`config.mk`:
```
export PLATFORM = sky130hd
export DESIGN_NAME = spi_dev_memrd_flat
export DESIGN_NICKNAME = d
export VERILOG_FILES = /design/src/rtl/spi_dev_memrd_if.sv /design/src/rtl/spi_dev_memrd.sv /design/src/flat_wrapper.sv
export SDC_FILE = /design/constraint.sdc
export NUM_CORES = 1
export LEC_CHECK = 0
export ABC_AREA = 1
export CAP_MARGIN = 10
export CELL_PAD_IN_SITES_DETAIL_PLACEMENT = 0
export CELL_PAD_IN_SITES_GLOBAL_PLACEMENT = 1
export CORE_MARGIN = 2
export CORE_UTILIZATION = 53
export CTS_CLUSTER_DIAMETER = 80
export CTS_CLUSTER_SIZE = 16
export DETAILED_ROUTE_END_ITERATION = 16
export PLACE_DENSITY = 0.84
export RECOVER_POWER = 25
export SYNTH_ARGS = -nofsm -noshare
export SYNTH_HDL_FRONTEND = slang
export SYNTH_SLANG_ARGS = --single-unit
```
`constraint.sdc`:
```
create_clock -name clk -period 7.4 [get_ports clk]
set_input_delay 1.11 -clock clk [delete_from_list [all_inputs] [get_ports clk]]
set_output_delay 1.11 -clock clk [all_outputs]
set_load 0.01 [all_outputs]
```
`src/rtl/spi_dev_memrd_if.sv`:
```
// rtl/spi_dev_memrd_if.sv - protocol-wrapper and memory-request signal bundle for spi_dev_memrd
interface spi_dev_memrd_if #(
  parameter int ADDR_WIDTH = 23
);
  // protocol wrapper, host -> device bytes
  logic [7:0]            pw_wdata;
  logic                  pw_wcmd;
  logic                  pw_wstb;
  logic                  pw_end;
  // protocol wrapper, device -> host response path
  logic                  pw_req;
  logic                  pw_gnt;
  logic [7:0]            pw_rdata;
  logic                  pw_rstb;
  // memory-controller request channel
  logic [ADDR_WIDTH-1:0] mi_addr;
  logic [6:0]            mi_len;
  logic                  mi_rw;
  logic                  mi_valid;
  logic                  mi_ready;
  // memory-controller read-data channel
  logic [15:0]           mi_rdata;
  logic                  mi_rstb;
  logic                  mi_rlast;
  // status
  logic                  underrun;

  modport slave (
    input  pw_wdata, pw_wcmd, pw_wstb, pw_end, pw_gnt,
    input  mi_ready, mi_rdata, mi_rstb, mi_rlast,
    output pw_req, pw_rdata, pw_rstb,
    output mi_addr, mi_len, mi_rw, mi_valid,
    output underrun
  );

  modport master (
    output pw_wdata, pw_wcmd, pw_wstb, pw_end, pw_gnt,
    output mi_ready, mi_rdata, mi_rstb, mi_rlast,
    input  pw_req, pw_rdata, pw_rstb,
    input  mi_addr, mi_len, mi_rw, mi_valid,
    input  underrun
  );
endinterface

```
`src/rtl/spi_dev_memrd.sv`:
```
// rtl/spi_dev_memrd.sv - SPI-command-driven PSRAM read streamer with burst prefetch FIFO
module spi_dev_memrd #(
  parameter logic [7:0] CMD_BYTE   = 8'he1,
  parameter int         ADDR_WIDTH = 23,
  parameter int         FIFO_DEPTH = 32,
  parameter int         BURST_LEN  = 8
) (
  input  logic           clk,
  input  logic           rst_n,
  spi_dev_memrd_if.slave bus
);

  localparam int CW = $clog2(FIFO_DEPTH);

  typedef enum logic [1:0] {
    S_IDLE   = 2'd0,
    S_ADDR   = 2'd1,
    S_STREAM = 2'd2,
    S_DRAIN  = 2'd3
  } state_t;

  state_t                state_q;
  logic [1:0]            abyte_q;     // address bytes received so far
  logic [15:0]           abuf_q;      // first two (most significant) address bytes
  logic [ADDR_WIDTH-1:0] addr_q;      // next burst word address, driven on mi_addr
  logic                  phase_q;     // 0: next byte is high byte of head word, 1: low byte
  logic                  mi_valid_q;
  logic                  burst_q;     // a burst has been accepted and has not seen rlast
  logic                  pw_req_q;
  logic                  pw_rstb_q;
  logic [7:0]            pw_rdata_q;
  logic                  underrun_q;

  logic [15:0]           fifo_mem [FIFO_DEPTH];
  logic [CW-1:0]         wr_ptr_q;
  logic [CW-1:0]         rd_ptr_q;
  logic [CW:0]           count_q;

  logic                  data_stb_d;
  logic                  cmd_stb_d;
  logic                  rd_cmd_d;
  logic                  rlast_d;
  logic                  accept_d;
  logic                  busy_d;
  logic                  abort_d;
  logic                  push_d;
  logic                  pop_d;
  logic                  empty_d;
  logic                  pop_word_d;
  logic                  free_ok_d;
  logic [15:0]           head_d;
  logic [7:0]            head_byte_d;
  logic [ADDR_WIDTH:0]   start_d;

  assign data_stb_d  = bus.pw_wstb & ~bus.pw_wcmd;
  assign cmd_stb_d   = bus.pw_wstb &  bus.pw_wcmd;
  assign rd_cmd_d    = cmd_stb_d & (bus.pw_wdata == CMD_BYTE);
  assign rlast_d     = bus.mi_rstb & bus.mi_rlast;
  assign accept_d    = mi_valid_q & bus.mi_ready;

  // A burst still owes us data if it was outstanding and this is not its last
  // word, or if it is being accepted right now.
  assign busy_d      = (burst_q & ~rlast_d) | accept_d;

  // Transaction end or any command byte terminates an open read session.
  assign abort_d     = ((state_q == S_ADDR) || (state_q == S_STREAM)) &
                       (bus.pw_end | cmd_stb_d);

  assign push_d      = (state_q == S_STREAM) & bus.mi_rstb & ~abort_d;
  assign pop_d       = (state_q == S_STREAM) & data_stb_d & bus.pw_gnt & ~abort_d;
  assign empty_d     = (count_q == '0);
  assign pop_word_d  = pop_d & ~empty_d & phase_q;
  assign free_ok_d   = (((CW+1)'(FIFO_DEPTH)) - count_q) >= (CW+1)'(BURST_LEN);

  assign head_d      = fifo_mem[rd_ptr_q];
  assign head_byte_d = phase_q ? head_d[7:0] : head_d[15:8];

  // Byte address is 24 bits big-endian; the word address drops bit 0.
  assign start_d     = (ADDR_WIDTH+1)'({abuf_q, bus.pw_wdata});

  assign bus.pw_req   = pw_req_q;
  assign bus.pw_rdata = pw_rdata_q;
  assign bus.pw_rstb  = pw_rstb_q;
  assign bus.mi_addr  = addr_q;
  assign bus.mi_len   = 7'(BURST_LEN - 1);
  assign bus.mi_rw    = 1'b1;
  assign bus.mi_valid = mi_valid_q;
  assign bus.underrun = underrun_q;

  // Prefetch FIFO storage; pointers and occupancy live with the FSM below.
  always_ff @(posedge clk) begin
    if (push_d) begin
      fifo_mem[wr_ptr_q] <= bus.mi_rdata;
    end
  end

  // Session FSM, burst tracking, FIFO bookkeeping and registered outputs.
  always_ff @(posedge clk or negedge rst_n) begin
    if (!rst_n) begin
      state_q    <= S_IDLE;
      abyte_q    <= '0;
      abuf_q     <= '0;
      addr_q     <= '0;
      phase_q    <= 1'b0;
      mi_valid_q <= 1'b0;
      burst_q    <= 1'b0;
      pw_req_q   <= 1'b0;
      pw_rstb_q  <= 1'b0;
      pw_rdata_q <= '0;
      underrun_q <= 1'b0;
      wr_ptr_q   <= '0;
      rd_ptr_q   <= '0;
      count_q    <= '0;
    end else begin
      // Response byte: an empty FIFO yields FF and leaves the byte phase alone.
      pw_rstb_q <= 1'b0;
      if (pop_d) begin
        pw_rstb_q <= 1'b1;
        if (empty_d) begin
          pw_rdata_q <= 8'hff;
          underrun_q <= 1'b1;
        end else begin
          pw_rdata_q <= head_byte_d;
          phase_q    <= ~phase_q;
        end
      end

      if (push_d) begin
        wr_ptr_q <= wr_ptr_q + CW'(1);
      end
      if (pop_word_d) begin
        rd_ptr_q <= rd_ptr_q + CW'(1);
      end
      if (push_d && !pop_word_d) begin
        count_q <= count_q + (CW+1)'(1);
      end else if (!push_d && pop_word_d) begin
        count_q <= count_q - (CW+1)'(1);
      end

      // Only one burst at a time, so accept and rlast never coincide.
      if (rlast_d) begin
        burst_q <= 1'b0;
      end
      if (accept_d) begin
        burst_q    <= 1'b1;
        mi_valid_q <= 1'b0;
        addr_q     <= addr_q + ADDR_WIDTH'(BURST_LEN);
      end

      case (state_q)
        S_IDLE: begin
          if (rd_cmd_d) begin
            state_q    <= S_ADDR;
            abyte_q    <= '0;
            underrun_q <= 1'b0;
          end
        end

        S_ADDR, S_STREAM: begin
          if (abort_d) begin
            wr_ptr_q   <= '0;
            rd_ptr_q   <= '0;
            count_q    <= '0;
            pw_req_q   <= 1'b0;
            mi_valid_q <= 1'b0;
            if (busy_d) begin
              // Wait out the burst in flight; a command byte here is lost.
              state_q <= S_DRAIN;
            end else if (rd_cmd_d) begin
              state_q    <= S_ADDR;
              abyte_q    <= '0;
              underrun_q <= 1'b0;
            end else begin
              state_q <= S_IDLE;
            end
          end else if (state_q == S_ADDR) begin
            if (data_stb_d) begin
              abyte_q <= abyte_q + 2'd1;
              if (abyte_q == 2'd2) begin
                // FIFO is empty and nothing is outstanding, so request at once.
                addr_q     <= start_d[ADDR_WIDTH:1];
                phase_q    <= start_d[0];
                state_q    <= S_STREAM;
                pw_req_q   <= 1'b1;
                mi_valid_q <= 1'b1;
              end else begin
                abuf_q <= {abuf_q[7:0], bus.pw_wdata};
              end
            end
          end else begin
            // Only pops can change occupancy while idle on the bus, so the
            // free-space test stays true until the request is accepted.
            if (!burst_q && !mi_valid_q && free_ok_d) begin
              mi_valid_q <= 1'b1;
            end
          end
        end

        S_DRAIN: begin
          if (rlast_d) begin
            state_q <= S_IDLE;
          end
        end

        default: state_q <= S_IDLE;
      endcase
    end
  end

endmodule

```
`src/flat_wrapper.sv`:
```
// flat-port wrapper written by rule: the top's interface ports become plain ports
module spi_dev_memrd_flat 
#(
  parameter logic [7:0] CMD_BYTE   = 8'he1,
  parameter int         ADDR_WIDTH = 23,
  parameter int         FIFO_DEPTH = 32,
  parameter int         BURST_LEN  = 8
)
  (clk, rst_n, bus_pw_wdata, bus_pw_wcmd, bus_pw_wstb, bus_pw_end, bus_pw_gnt, bus_mi_ready, bus_mi_rdata, bus_mi_rstb, bus_mi_rlast, bus_pw_req, bus_pw_rdata, bus_pw_rstb, bus_mi_addr, bus_mi_len, bus_mi_rw, bus_mi_valid, bus_underrun);
  spi_dev_memrd_if #(.ADDR_WIDTH(ADDR_WIDTH)) bus_i ();
  input  logic clk;
  input  logic rst_n;
  input wire logic [$bits(bus_i.pw_wdata)-1:0] bus_pw_wdata;
  input wire logic [$bits(bus_i.pw_wcmd)-1:0] bus_pw_wcmd;
  input wire logic [$bits(bus_i.pw_wstb)-1:0] bus_pw_wstb;
  input wire logic [$bits(bus_i.pw_end)-1:0] bus_pw_end;
  input wire logic [$bits(bus_i.pw_gnt)-1:0] bus_pw_gnt;
  input wire logic [$bits(bus_i.mi_ready)-1:0] bus_mi_ready;
  input wire logic [$bits(bus_i.mi_rdata)-1:0] bus_mi_rdata;
  input wire logic [$bits(bus_i.mi_rstb)-1:0] bus_mi_rstb;
  input wire logic [$bits(bus_i.mi_rlast)-1:0] bus_mi_rlast;
  output wire logic [$bits(bus_i.pw_req)-1:0] bus_pw_req;
  output wire logic [$bits(bus_i.pw_rdata)-1:0] bus_pw_rdata;
  output wire logic [$bits(bus_i.pw_rstb)-1:0] bus_pw_rstb;
  output wire logic [$bits(bus_i.mi_addr)-1:0] bus_mi_addr;
  output wire logic [$bits(bus_i.mi_len)-1:0] bus_mi_len;
  output wire logic [$bits(bus_i.mi_rw)-1:0] bus_mi_rw;
  output wire logic [$bits(bus_i.mi_valid)-1:0] bus_mi_valid;
  output wire logic [$bits(bus_i.underrun)-1:0] bus_underrun;
  assign bus_i.pw_wdata = bus_pw_wdata;
  assign bus_i.pw_wcmd = bus_pw_wcmd;
  assign bus_i.pw_wstb = bus_pw_wstb;
  assign bus_i.pw_end = bus_pw_end;
  assign bus_i.pw_gnt = bus_pw_gnt;
  assign bus_i.mi_ready = bus_mi_ready;
  assign bus_i.mi_rdata = bus_mi_rdata;
  assign bus_i.mi_rstb = bus_mi_rstb;
  assign bus_i.mi_rlast = bus_mi_rlast;
  assign bus_pw_req = bus_i.pw_req;
  assign bus_pw_rdata = bus_i.pw_rdata;
  assign bus_pw_rstb = bus_i.pw_rstb;
  assign bus_mi_addr = bus_i.mi_addr;
  assign bus_mi_len = bus_i.mi_len;
  assign bus_mi_rw = bus_i.mi_rw;
  assign bus_mi_valid = bus_i.mi_valid;
  assign bus_underrun = bus_i.underrun;
  spi_dev_memrd #(.CMD_BYTE(CMD_BYTE), .ADDR_WIDTH(ADDR_WIDTH), .FIFO_DEPTH(FIFO_DEPTH), .BURST_LEN(BURST_LEN)) u_core (.clk(clk), .rst_n(rst_n), .bus(bus_i));
endmodule
```
After elaboration in Yosys (flattened, before gate mapping)
Memory sizes are Yosys's and may differ from the RTL's.
Cells that the tools add are included.
{"block": "word_totals", "register_bits": 73, "ram_bits": 512, "mem_count": 1, "in_bits": 33, "output_inout_bits": 43}
{"block": "op_classes", "magnitude_cmp": 1, "n_eq_ne": 11, "n_reduce_logical": 21, "bitwise_logic": 22, "addsub": 7, "mux": 62}
{"memory": "u_core.fifo_mem", "depth": 32, "width": 16, "rd": 1, "rd_ports_with_merged_regs": 0, "write_ports": 1, "line": "spi_dev_memrd.sv:34", "source": "logic [15:0] fifo_mem [FIFO_DEPTH];"}
{"operator": "23-bit two-way mux", "n": 6}
{"operator": "5-bit two-way mux", "n": 6}
{"operator": "1-bit two-way mux", "n": 29}
{"operator": "2-bit two-way mux", "n": 12}
{"operator": "6-bit two-way mux", "n": 4}
{"operator": "23-bit by 4-bit adder with 23-bit output, second input constant", "n": 1}
{"operator": "8-bit two-way mux", "n": 2}
{"operator": "1-bit AND", "n": 14}
{"operator": "5-bit by 1-bit adder with 5-bit output, second input constant", "n": 2}
{"operator": "5-bit AND reduction", "n": 2}
{"operator": "2-bit nonzero test", "n": 5}
{"operator": "3-bit by 1-bit != test with 1-bit output, second input constant", "n": 3}
{"operator": "8-bit equality test, second input constant", "n": 1}
{"operator": "4-bit AND reduction", "n": 2}
{"operator": "6-bit by 1-bit adder with 6-bit output, second input constant", "n": 1}
{"operator": "2-bit equality test, second input constant", "n": 3}
{"operator": "6-bit by 4-bit >= comparator with 1-bit output, second input constant", "n": 1}
{"operator": "6-bit zero test", "n": 1}
{"operator": "1-bit inverter", "n": 6}
{"operator": "2-bit case mux with 3 select lines", "n": 1}
{"operator": "6-bit by 1-bit subtractor with 6-bit output, second input constant", "n": 1}
{"operator": "6-bit subtractor, first input constant", "n": 1}
{"operator": "1-bit logical AND", "n": 4}
{"operator": "1-bit zero test", "n": 4}
{"operator": "other kinds (10)", "n": 12}

Logic depth before layout (Yosys ltp)
Gate-level depths: netlist of run 1.
{"block": "logic_depth", "ltp_word": 12, "mapped_depth": 14}

Worst setup path before layout of run 1
Ideal clock, no wire load.
{"block": "synth_timing", "path_type": "input port to flip-flop", "startpoint": "input bus_pw_wcmd", "endpoint": "memory u_core.fifo_mem[15][0] (enable)", "required_time_ns": 6.991, "path_slack_ns": 4.288, "setup_ns": 0.409, "path_stages": 5, "arrival_time_ns": 2.703, "path_cell_list": "nand2_1 nand2_1 nand2_2 nand2_1 nor3_1"}
{"block": "synth_via", "elab_chain_len": 7}
{"item": "start: declaration", "line": "flat_wrapper.sv:14", "source": "input wire logic [$bits(bus_i.pw_wcmd)-1:0] bus_pw_wcmd;"}
{"item": "1-bit AND", "line": "spi_dev_memrd.sv:56", "source": "assign cmd_stb_d = bus.pw_wstb & bus.pw_wcmd;"}
{"item": "1-bit bitwise OR", "line": "spi_dev_memrd.sv:67", "source": "(bus.pw_end | cmd_stb_d);"}
{"item": "1-bit AND", "line": "spi_dev_memrd.sv:66", "source": "assign abort_d = ((state_q == S_ADDR) || (state_q == S_STREAM)) &"}
{"item": "1-bit inverter (no line)"}
{"item": "1-bit AND", "line": "spi_dev_memrd.sv:69", "source": "assign push_d = (state_q == S_STREAM) & bus.mi_rstb & ~abort_d;"}
{"item": "1-bit two-way mux", "line": "spi_dev_memrd.sv:92", "source": "if (push_d) begin"}
{"item": "1-bit two-way mux (not written as such)", "line": "spi_dev_memrd.sv:93", "source": "fifo_mem[wr_ptr_q] <= bus.mi_rdata;"}
{"item": "end: declaration", "line": "spi_dev_memrd.sv:34"}
No other way between the ends.

Worst setup path after layout of run 1
{"block": "layout_timing", "startpoint": "register u_core.rd_ptr_q[0]", "endpoint": "register u_core.pw_rdata_q[4], in the netlist u_core.bus.pw_rdata[4]"}
{"block": "layout_via", "elab_chain_len": 3}
{"item": "start: declaration", "line": "spi_dev_memrd.sv:36", "source": "logic [CW-1:0] rd_ptr_q;"}
{"item": "start signal: assignment", "line": "spi_dev_memrd.sv:132", "source": "rd_ptr_q <= rd_ptr_q + CW'(1);"}
{"item": "memory 32 x 16 bit"}
{"item": "8-bit two-way mux", "line": "spi_dev_memrd.sv:76", "source": "assign head_byte_d = phase_q ? head_d[7:0] : head_d[15:8];"}
{"item": "8-bit two-way mux", "line": "spi_dev_memrd.sv:119", "source": "if (empty_d) begin"}
{"item": "end signal: assignment", "line": "spi_dev_memrd.sv:123", "source": "pw_rdata_q <= head_byte_d;"}
{"item": "end: declaration", "line": "spi_dev_memrd.sv:31", "source": "logic [7:0] pw_rdata_q;"}
No other way between the ends.
A chain may end at the register's enable or synchronous reset.

==> flow_summary_export.csv, run 1 <==
group,metric,value,unit
timing,setup_viol,0,
worst_hold_path,holdPathStages,1,
route,highest_layer,"met4",
route,met2_length,28500,um
timing,maxClockFrequency,0.272,GHz
route,wl_met1,25700,um
floorplan,row_count,78,
pwr,ir_drop,0.157,mV
worst_setup_path,cp-start-kind,"register",
route,drtIter0Drc,1639,
final_layout,drive_gt1_share,5.69,%
cts,cts-root-buf,"clkbuf_16",
cts,clock_sinks,585,
route,firstDrtPassIters,5,
cts,cts_made_buffers,42,
worst_setup_path,crit_fanout,87,
worst_setup_path,critPathKind,"reg -> reg",
timing,rsz0062_at_grt,"no",
cts,cts_resized,0,
worst_setup_path,path_cells,"buf_4 > buf_4 > nand2_1 > nand3_1 > nand3_1 > nand2_1 > nand3_1 > nand3_1 > nand2_1 > a21oi_1",
floorplan,core_area,45600,um2
floorplan,die_w,219,um
floorplan,dieHeight,219,um
cts,cts_hold_buf,0,
synthesis,async_flop_share,12.5,%
synthesis,synth-seq-cells,585,
synthesis,synth-seq-area-share,70.1,%
floorplan,initial_core_util,53.9,%
cts,cts_tree,"yes",
worst_hold_path,min_to,"u_core.abuf_q[8]$_DFFE_PN0P_",
worst_setup_path,critical_path_required,7.90,ns
timing,whs,0.494,ns
synthesis,synth-main-ff-cell,"edfxtp_1",
route,vias,16164,
cts,path_clk_slew,0.07,ns
synthesis,syn-cell-area,24500,um2
cts,h-tree-depth,2,
route,viasPerCell,5.60,
worst_setup_path,r2r_start,"u_core.rd_ptr_q[0]$_DFF_PN0_",
route,wl,60500,um
cts,clock_latency,0.59,ns
timing,slew_headroom,-35.4,%
worst_setup_path,timing.rr.end,"u_core.bus.pw_rdata[4]$_DFFE_PN0N_",
synthesis,synthDistinctLibCells,39,
worst_hold_path,hp-start,"u_core.abuf_q[8]$_DFFE_PN0P_",
worst_setup_path,rrSetupSlack,3.73,ns
grt,gr-total-overflow,0,
grt,grt_pass1_vias,15197,
outcome,failed_checks,"capacitance limit, slew limit",
grt,antenna_found_initial,0,
outcome,outcome,"finished, violations left",
route,wl_met3,4590,um
timing,period_share,49.6,%
synthesis,syn_area_per_cell,11.0,um2
timing,hold_viol,0,
grt,grt_first_pass_wirelength,91200,um
timing,totalNegativeSetupSlack,0,ns
placement,gp_congestion,0.854,
cts,cts_setup_buffers,0,
placement,port_buffers,67,
worst_setup_path,slowest_delay,0.84,ns
worst_setup_path,path_common_cell,"nand3_1",
timing,skew,0.0225,ns
route,wl_per_cell,21.0,um
route,remaining_drc_errors,0,
timing,drv_slew,297,
grt,grt_max_degree,170,
grt,grt_use_total,25.7,%
final_layout,synthToLayoutAreaGrowth,9.05,%
worst_setup_path,worst_setup_path_end_kind,"register",
final_layout,antenna_cells,0,
synthesis,synth_edf_count,512,
synthesis,yosysWarningCount,0,
cts,cts_buffer_depth,3,
floorplan,die_area,48100,um2
pwr,power.leakage,10.2,nW
synthesis,synth_cells,2231,
worst_setup_path,reg2reg_depth,10,
final_layout,fin_util,58.7,%
final_layout,nNetsFinal,2318,
floorplan,io_pins,76,
timing,tightest_slew,2.03,ns
placement,dp_hpwl,36100,um
worst_hold_path,hp-class,"reg -> reg",
flow_run,drv_cap,9,
timing,min_period,3.67,ns
worst_setup_path,crit_arrival,4.18,ns
pwr,powerDensity,251,nW/um2
worst_setup_path,crit_path_top_delay_cell,"buf_4",
route,ant_nets,0,
synth_stat cells (all sizes together) (3+ instances only):
cell / instances / area [um2]
a31oi: 3 / 18.8
clkbuf: 19 / 71.3
a21oi: 93 / 465
nor3: 15 / 90.1
inv: 70 / 263
o21ai: 43 / 215
nand3: 312 / 1570
dfrtp: 73 / 1830
buf: 101 / 586
mux2: 4 / 45.0
nand2: 836 / 3160
ha: 16 / 200
xnor2: 4 / 35.0
nor2: 97 / 389
edfxtp: 512 / 15400
nand4: 6 / 37.5
xor2: 12 / 105
power breakdown:
group	internal, mW	total [mW]	switching, mW
logic	0.283	0.720	0.438
registers	3.73	3.87	0.145
clock network	1.06	2.12	1.06
worst max-delay path, delay by kind of cell (launching register included):
kind / cells / cell delay (ns)
compound gates: 1 / 0.17
flops: 1 / 0.77
buf+inv: 2 / 1.61
simple gates: 7 / 0.87
cells by family after synthesis:
family                   Yosys count  share of synthesized area (%)
AND/OR/NAND/NOR                 1269                           21.5
other                              2                         0.0306
buffers and inverters            192                           3.78
multiplexers                       4                          0.183
flip-flops                       585                           70.1
adder cells (fa/ha/maj)           16                          0.816
AO/OA/AOI/OAI                    147                           3.09
XOR/XNOR                          16                          0.571
cell type report:
class	count	area [um2]
multi-input combinational	1460	6470
tap	600	751
inverter	72	278
fill	3722	18800
clock inverter	2	16.3
clock buffer	58	1130
sequential	585	17200
timing repair buffer	108	913
cell usage in the layout (no fill, tap or decap), types with 3 or more instances in the layout:
cell type	instances
a21oi_1	93
a31oi_1	3
buf_4	41
clkbuf_1	24
clkbuf_16	43
clkdlybuf4s50_1	55
conb_1	8
dfrtp_1	71
edfxtp_1	512
ha_1	16
inv_1	59
inv_2	10
mux2_1	4
nand2_1	829
nand2_2	7
nand3_1	311
nand4_1	6
nor2_1	83
nor2_2	12
nor3_1	10
nor3_2	5
o21ai_0	14
o21ai_1	29
xnor2_1	4
xor2_1	12
worst max path at each step:
stage / start / end / cells past startpoint
2_1_floorplan: bus_pw_wcmd / u_core.fifo_mem[15][0]$_DFFE_PP_ / 5
3_3_place_gp: bus_pw_wcmd / u_core.fifo_mem[29][4]$_DFFE_PP_ / 8
3_5_place_dp: bus_pw_wstb / u_core.fifo_mem[28][2]$_DFFE_PP_ / 8
4_1_cts: bus_pw_wstb / u_core.fifo_mem[28][6]$_DFFE_PP_ / 8
5_1_grt: u_core.rd_ptr_q[0]$_DFF_PN0_ / u_core.bus.pw_rdata[4]$_DFFE_PN0N_ / 10
6_report: u_core.rd_ptr_q[0]$_DFF_PN0_ / u_core.bus.pw_rdata[4]$_DFFE_PN0N_ / 10
stage by stage:
| step | worst slack, ns | total power, mW | cell area, um2 | instances |
|---|---|---|---|---|
| after global placement | 3.18 | 4.64 | 25600 | 2823 |
| final | 3.73 | 6.71 | 26800 | 2885 |
| after global routing | 3.45 | 6.96 | 26800 | 2885 |
| after detailed placement | 3.07 | 4.66 | 25600 | 2823 |
| after CTS | 3.70 | 6.75 | 26800 | 2883 |
| after floorplan | 4.29 | 4.30 | 24600 | 2237 |
flip-flops by register name (all words and copies together), names as in the netlist:
register,cells
u_core.state_q,2
u_core.abuf_q,16
u_core.fifo_mem,512
u_core.bus.mi_valid,1
u_core.wr_ptr_q,5
u_core.bus.pw_req,1
u_core.bus.pw_rdata,8
u_core.rd_ptr_q,5
u_core.abyte_q,2
u_core.bus.pw_rstb,1
u_core.bus.mi_addr,23
u_core.burst_q,1
u_core.bus.underrun,1
u_core.count_q,6
u_core.phase_q,1
layer usage:
layer	track usage, %	up-vias
met4	8.29	0
met5	0	-
met3	3.02	89
met2	41.2	613
li1	-	7644
met1	37.1	7818
(Power assumes the default switching activity.)
==> inputs of run 2 (changes only) <==
--- a/config.mk
+++ b/config.mk
@@ -10,11 +10,11 @@
 export CELL_PAD_IN_SITES_DETAIL_PLACEMENT = 0
 export CELL_PAD_IN_SITES_GLOBAL_PLACEMENT = 1
 export CORE_MARGIN = 2
-export CORE_UTILIZATION = 53
+export CORE_UTILIZATION = 50
 export CTS_CLUSTER_DIAMETER = 80
 export CTS_CLUSTER_SIZE = 16
 export DETAILED_ROUTE_END_ITERATION = 16
-export PLACE_DENSITY = 0.84
+export PLACE_DENSITY = 0.8
 export RECOVER_POWER = 25
 export SYNTH_ARGS = -nofsm -noshare
 export SYNTH_HDL_FRONTEND = slang
==> constraint.sdc (replaced) <==
create_clock -name clk -period 3.4 [get_ports clk]
set_input_delay 0.51 -clock clk [delete_from_list [all_inputs] [get_ports clk]]
set_output_delay 0.51 -clock clk [all_outputs]
set_load 0.01 [all_outputs]
==> run 2 against run 1 <==
  * The run still ends with capacitance limit, slew limit left
  * Final cell count is 3.9% higher
  * Die area is 5.9% higher
  * Worst setup slack worse by 3.0 ns
  * Routed wire length is 9.0% higher
  * Worst hold slack worse by 0.0058 ns
  * Critical path type is now in -> reg
  * Largest power group unchanged
==> flow_summary_export.csv, run 2 (synthesis results as in run 1) <==
group,metric,value,unit
cts,clock_sinks,585,
floorplan,initial_core_util,50.4,%
grt,antenna_found_initial,0,
pwr,power.leakage,10.4,nW
cts,h-tree-depth,2,
worst_setup_path,crit_buf_inv,2,
route,firstDrtPassIters,5,
cts,path_clk_slew,0.07,ns
grt,grt_pass1_vias,15960,
floorplan,row_count,81,
cts,clock_latency,0.59,ns
pwr,seqPwrFrac,57.0,%
pwr,swShare,24.9,%
cts,cts_buffer_depth,3,
floorplan,core_area,48700,um2
floorplan,io_pins,76,
grt,grt_use_total,26.3,%
pwr,ir_drop,0.339,mV
pwr,p_switching,3.69,mW
flow_run,drv_cap,11,
final_layout,multi_input_area,6460,um2
route,wl,66000,um
worst_hold_path,hp-class,"in -> async",
worst_setup_path,slowest_delay,1.66,ns
cts,cts-root-buf,"clkbuf_16",
route,drtIter0Drc,1960,
worst_setup_path,crit_arrival,2.72,ns
pwr,clkPwrFrac,31.7,%
floorplan,die_w,226,um
timing,whs,0.488,ns
worst_setup_path,cp_num_cells,2,
route,wl_per_cell,22.0,um
final_layout,n_fill_cell,4112,
worst_setup_path,crit_path_top_delay_cell,"clkbuf_1",
timing,totalNegativeSetupSlack,0,ns
worst_setup_path,reg2reg_depth,11,
outcome,failed_checks,"capacitance limit, slew limit",
placement,gp_congestion,0.940,
worst_setup_path,cp-start-kind,"input port",
grt,gr-total-overflow,0,
outcome,outcome,"finished, violations left",
cts,cts_setup_buffers,0,
floorplan,dieHeight,226,um
cts,cts_tree,"yes",
grt,grt_first_pass_wirelength,98100,um
placement,port_buffers,67,
timing,rsz0062_at_grt,"no",
final_layout,antenna_cells,0,
route,viasPerCell,5.56,
final_layout,drive_gt1_share,6.73,%
cts,cts_hold_buf,0,
pwr,powerDensity,542,nW/um2
worst_setup_path,critical_path_required,3.43,ns
timing,hold_viol,0,
timing,min_period,2.69,ns
final_layout,nNetsFinal,2358,
timing,setup_viol,0,
timing,slew_headroom,-56.4,%
timing,tightest_slew,2.35,ns
worst_setup_path,path_cells,"dlygate4sd3_1 > clkbuf_1",
final_layout,largest-register,"u_core.fifo_mem",
worst_setup_path,worst_setup_path_end_kind,"register",
final_layout,largest_reg_flops,512,
final_layout,register_area,17200,um2
timing,maxClockFrequency,0.372,GHz
route,ant_nets,0,
final_layout,final_cell_mix,"nand2_1, edfxtp_1, nand3_1",
worst_setup_path,crit_fanout,32,
final_layout,layout_commonest_cell,"nand2_1",
pwr,comb_power_share,11.2,%
placement,dp_hpwl,40600,um
timing,drv_slew,404,
timing,period_share,79.1,%
route,remaining_drc_errors,0,
cts,cts_made_buffers,42,
floorplan,die_area,50900,um2
pwr,p_int,11.1,mW
final_layout,synthToLayoutAreaGrowth,11.1,%
route,vias,16651,
worst_setup_path,critPathTopFamily,"buffers and inverters",
cts,cts_resized,0,
grt,grt_max_degree,124,
worst_setup_path,critPathKind,"in -> reg",
timing,skew,0.0268,ns
run 2: layout make-up:
class / count / area share (%)
Sequential cell: 585 / 63.1
Multi-Input combinational cell: 1460 / 23.7
Timing Repair Buffer: 148 / 4.82
Clock buffer: 66 / 4.26
Tap cell: 664 / 3.05
Inverter: 72 / 1.02
Clock inverter: 2 / 0.0642
run 2: layer usage:
layer | track usage (%) | vias to the layer above | share of wire, %
met3 | 3.62 | 132 | 8.0
li1 | - | 7732 | -
met2 | 40.1 | 705 | 45
met5 | 0 | - | 0
met1 | 38.1 | 8082 | 43
met4 | 11.2 | 0 | 4.2
run 2: per-stage QoR:
| step | cells | power (mW) | instance area (um2) | utilization, % | worst slack, ns |
|---|---|---|---|---|---|
| 2_1_floorplan | 2237 | 9.35 | 24600 | - | 0.748 |
| 3_3_place_gp | 2929 | 10.2 | 26100 | 53.6 | 0.670 |
| 3_5_place_dp | 2929 | 10.2 | 26100 | 53.6 | 0.621 |
| 4_1_cts | 2997 | 14.9 | 27300 | 56.0 | 0.796 |
| 5_1_grt | 2997 | 15.3 | 27300 | 55.9 | 0.604 |
| 6_report | 2997 | 14.8 | 27300 | 55.9 | 0.711 |
run 2: path summary, 6_finish.rpt:
check	startpoint	endpoint	slack, ns
setup / recovery	bus_mi_rdata[1]	u_core.fifo_mem[16][1]$_DFFE_PP_	0.71
hold / removal	rst_n	u_core.bus.mi_addr[18]$_DFF_PN0_	0.49
setup reg to reg	u_core.rd_ptr_q[0]$_DFF_PN0_	u_core.bus.pw_rdata[1]$_DFFE_PN0N_	0.77
hold reg to reg	u_core.abuf_q[3]$_DFFE_PN0P_	u_core.abuf_q[3]$_DFFE_PN0P_	0.50
max in group asynchronous	rst_n	u_core.rd_ptr_q[0]$_DFF_PN0_	1.43
min in group clk	u_core.abuf_q[3]$_DFFE_PN0P_	u_core.abuf_q[3]$_DFFE_PN0P_	0.50
run 2: power by group through the flow:
stage	Clock, mW	Combinational (mW)	Sequential, mW
3_5_place_dp	0	1.66	8.58
5_1_grt	5.00	1.84	8.47
2_1_floorplan	0	0.852	8.50
4_1_cts	4.78	1.67	8.42
6_report	4.69	1.66	8.43
3_3_place_gp	0	1.64	8.57
==> inputs of run 3 (changes only) <==
--- a/config.mk
+++ b/config.mk
@@ -10,11 +10,11 @@
 export CELL_PAD_IN_SITES_DETAIL_PLACEMENT = 0
 export CELL_PAD_IN_SITES_GLOBAL_PLACEMENT = 1
 export CORE_MARGIN = 2
-export CORE_UTILIZATION = 50
+export CORE_UTILIZATION = 45
 export CTS_CLUSTER_DIAMETER = 80
 export CTS_CLUSTER_SIZE = 16
 export DETAILED_ROUTE_END_ITERATION = 16
-export PLACE_DENSITY = 0.8
+export PLACE_DENSITY = 0.76
 export RECOVER_POWER = 25
 export SYNTH_ARGS = -nofsm -noshare
 export SYNTH_HDL_FRONTEND = slang
==> constraint.sdc (replaced) <==
create_clock -name clk -period 2.31 [get_ports clk]
set_input_delay 0.3465 -clock clk [delete_from_list [all_inputs] [get_ports clk]]
set_output_delay 0.3465 -clock clk [all_outputs]
set_load 0.01 [all_outputs]
==> run 3 against run 2 <==
  * The flow still finishes with violations (capacitance limit, slew limit)
  * Utilization shrank 3.8 points
  * Non-clock buffer count rose by 24
  * Combinational power increased by 49%
  * Worst setup slack got worse by 0.54 ns
  * Register-to-register slack lost 0.60 ns
  * Worst hold slack lost 0.12 ns
  * Clock skew up 0.0035 ns
  * Critical endpoint is now u_core.bus.pw_rdata[1]$_DFFE_PN0N_
==> flow_summary_export.csv, run 3 (synthesis results as in run 1) <==
group,metric,value,unit
timing,period_share,92.6,%
timing,slew_headroom,-23.0,%
final_layout,n_fill_cell,4642,
placement,dp_hpwl,38300,um
worst_setup_path,reg2reg_depth,10,
worst_setup_path,critPathKind,"reg -> reg",
placement,post_dp_cell_area,26900,um2
route,ant_nets,0,
floorplan,core_area,53900,um2
cts,path_clk_slew,0.08,ns
floorplan,die_area,56400,um2
route,wl_per_cell,20.3,um
grt,grt_use_total,22.2,%
route,viasPerCell,5.33,
placement,port_buffers,67,
timing,skew,0.0303,ns
cts,cts_tree,"yes",
worst_setup_path,r2r_start,"u_core.rd_ptr_q[0]$_DFF_PN0_",
cts,cts_setup_buffers,0,
timing,whs,0.367,ns
final_layout,nNetsFinal,2383,
worst_hold_path,hp-class,"in -> reg",
timing,worst_slack,0.171,ns
cts,cts-root-buf,"clkbuf_16",
timing,setup_viol,0,
worst_setup_path,cp-start-kind,"register",
worst_hold_path,min_to,"u_core.abuf_q[2]$_DFFE_PN0P_",
flow_run,drv_cap,8,
pwr,powerDensity,788,nW/um2
placement,pre_cts_slack,-0.00351,ns
floorplan,dieHeight,238,um
cts,cts_made_buffers,43,
timing,min_period,2.14,ns
final_layout,drive_gt1_share,8.73,%
cts,cts_buffer_depth,3,
route,wl,62000,um
pwr,power.leakage,10.7,nW
floorplan,initial_core_util,45.5,%
timing,tightest_slew,1.84,ns
worst_setup_path,worst_setup_path_end_kind,"register",
final_layout,final_cell_area,28100,um2
worst_setup_path,crit_fanout,39,
floorplan,row_count,85,
route,remaining_drc_errors,0,
outcome,outcome,"finished, violations left",
floorplan,die_w,238,um
placement,dp_cells,2984,
worst_hold_path,hp-start,"bus_pw_wdata[2]",
floorplan,io_pins,76,
cts,clock_sinks,585,
grt,grt_pass1_vias,15500,
cts,h-tree-depth,2,
worst_setup_path,timing.rr.end,"u_core.bus.pw_rdata[1]$_DFFE_PN0N_",
final_layout,final_cell_mix,"nand2_1, edfxtp_1, nand3_1",
route,firstDrtPassIters,5,
final_layout,largest-register,"u_core.fifo_mem",
pwr,ir_drop,0.446,mV
timing,maxClockFrequency,0.468,GHz
worst_setup_path,crit_arrival,2.65,ns
grt,antenna_found_initial,0,
worst_setup_path,rrSetupSlack,0.17,ns
grt,gr-total-overflow,0,
final_layout,synthToLayoutAreaGrowth,14.6,%
route,drtIter0Drc,1522,
placement,gp_congestion,0.852,
final_layout,stdcell_count,3058,
worst_hold_path,holdPathStages,3,
outcome,failed_checks,"capacitance limit, slew limit",
final_layout,largest_reg_flops,512,
route,vias,16295,
timing,hold_viol,0,
cts,clock_latency,0.59,ns
timing,rsz0062_at_grt,"no",
grt,grt_first_pass_wirelength,94000,um
timing,drv_slew,264,
worst_setup_path,critical_path_required,2.82,ns
grt,grt_max_degree,86,
final_layout,layout_commonest_cell,"nand2_1",
[run 3: changes by cell type in the layout (fill, tap and decap cells not counted), moves of 3 or more]
cell,before,now
nor2_2,8,25
clkbuf_2,1,7
clkbuf_1,33,30
nor2_4,2,6
nor2_1,87,66
dlygate4sd3_1,6,13
buf_12,7,44
buf_4,68,46
[run 3: area by class of cell]
type                       instances  area (um2)  area share [%]
multi-input combinational       1460        6530            23.2
inverter                          72         278           0.987
tap                              696         871            3.10
timing repair buffer             172        1960            6.97
antenna                            1        2.50         0.00890
clock inverter                     4        56.3           0.200
sequential                       585       17200            61.2
clock buffer                      68        1220            4.35
[run 3: critical path, stage by stage (launching register included)]
cell	delay (ns)
dfrtp_4	0.58
inv_8	0.26
buf_12	0.25
nand2_1	0.07
nand3_1	0.11
nand3_1	0.10
nand3_1	0.20
nand3_1	0.15
nand2_1	0.09
nand2_1	0.05
a21oi_1	0.16
[run 3: metal layers]
| metal | GRT usage (%) | up-vias | share of wire (%) |
|---|---|---|---|
| met1 | 31.4 | 7960 | 44 |
| li1 | - | 7804 | - |
| met3 | 3.66 | 95 | 5.7 |
| met4 | 6.50 | 0 | 2.7 |
| met5 | 0 | - | 0 |
| met2 | 35.4 | 436 | 47 |
[run 3: what timing repair did]
| item | in CTS | in global routing |
|---|---|---|
| hold endpoints to repair | 44 | 0 |
| hold buffers | 1 | 0 |
| endpoints found under the setup margin | 0 | 98 |
| gates resized for setup | 0 | 3 |
[run 3: worst max-delay path by stage]
stage                             startpoint                                 end  slack, ns
6_report        u_core.rd_ptr_q[0]$_DFF_PN0_  u_core.bus.pw_rdata[1]$_DFFE_PN0N_       0.17
5_1_grt         u_core.rd_ptr_q[0]$_DFF_PN0_  u_core.bus.pw_rdata[1]$_DFFE_PN0N_       0.02
4_1_cts        u_core.state_q[0]$_DFFE_PN0P_         u_core.count_q[3]$_DFF_PN0_       0.13
3_5_place_dp                     bus_pw_wstb         u_core.count_q[3]$_DFF_PN0_     -0.004
3_3_place_gp                     bus_pw_wcmd    u_core.fifo_mem[19][9]$_DFFE_PP_       0.01
2_1_floorplan  u_core.state_q[0]$_DFFE_PN0P_    u_core.fifo_mem[15][0]$_DFFE_PP_      -0.34
[run 3: metrics by stage]
step	utilization [%]	setup TNS [ns]	power (mW)
CTS	52.2	0	22.4
floorplan	-	-58.17	13.8
global route	52.2	0	23.1
detailed placement	49.9	-0.00351	15.1
finish	52.2	0	22.2
global placement	49.9	0	15.1
[run 3: report_power, final]
group	internal, mW	switching, mW
registers	11.9	0.497
logic	1.02	1.45
clock network	3.75	3.51
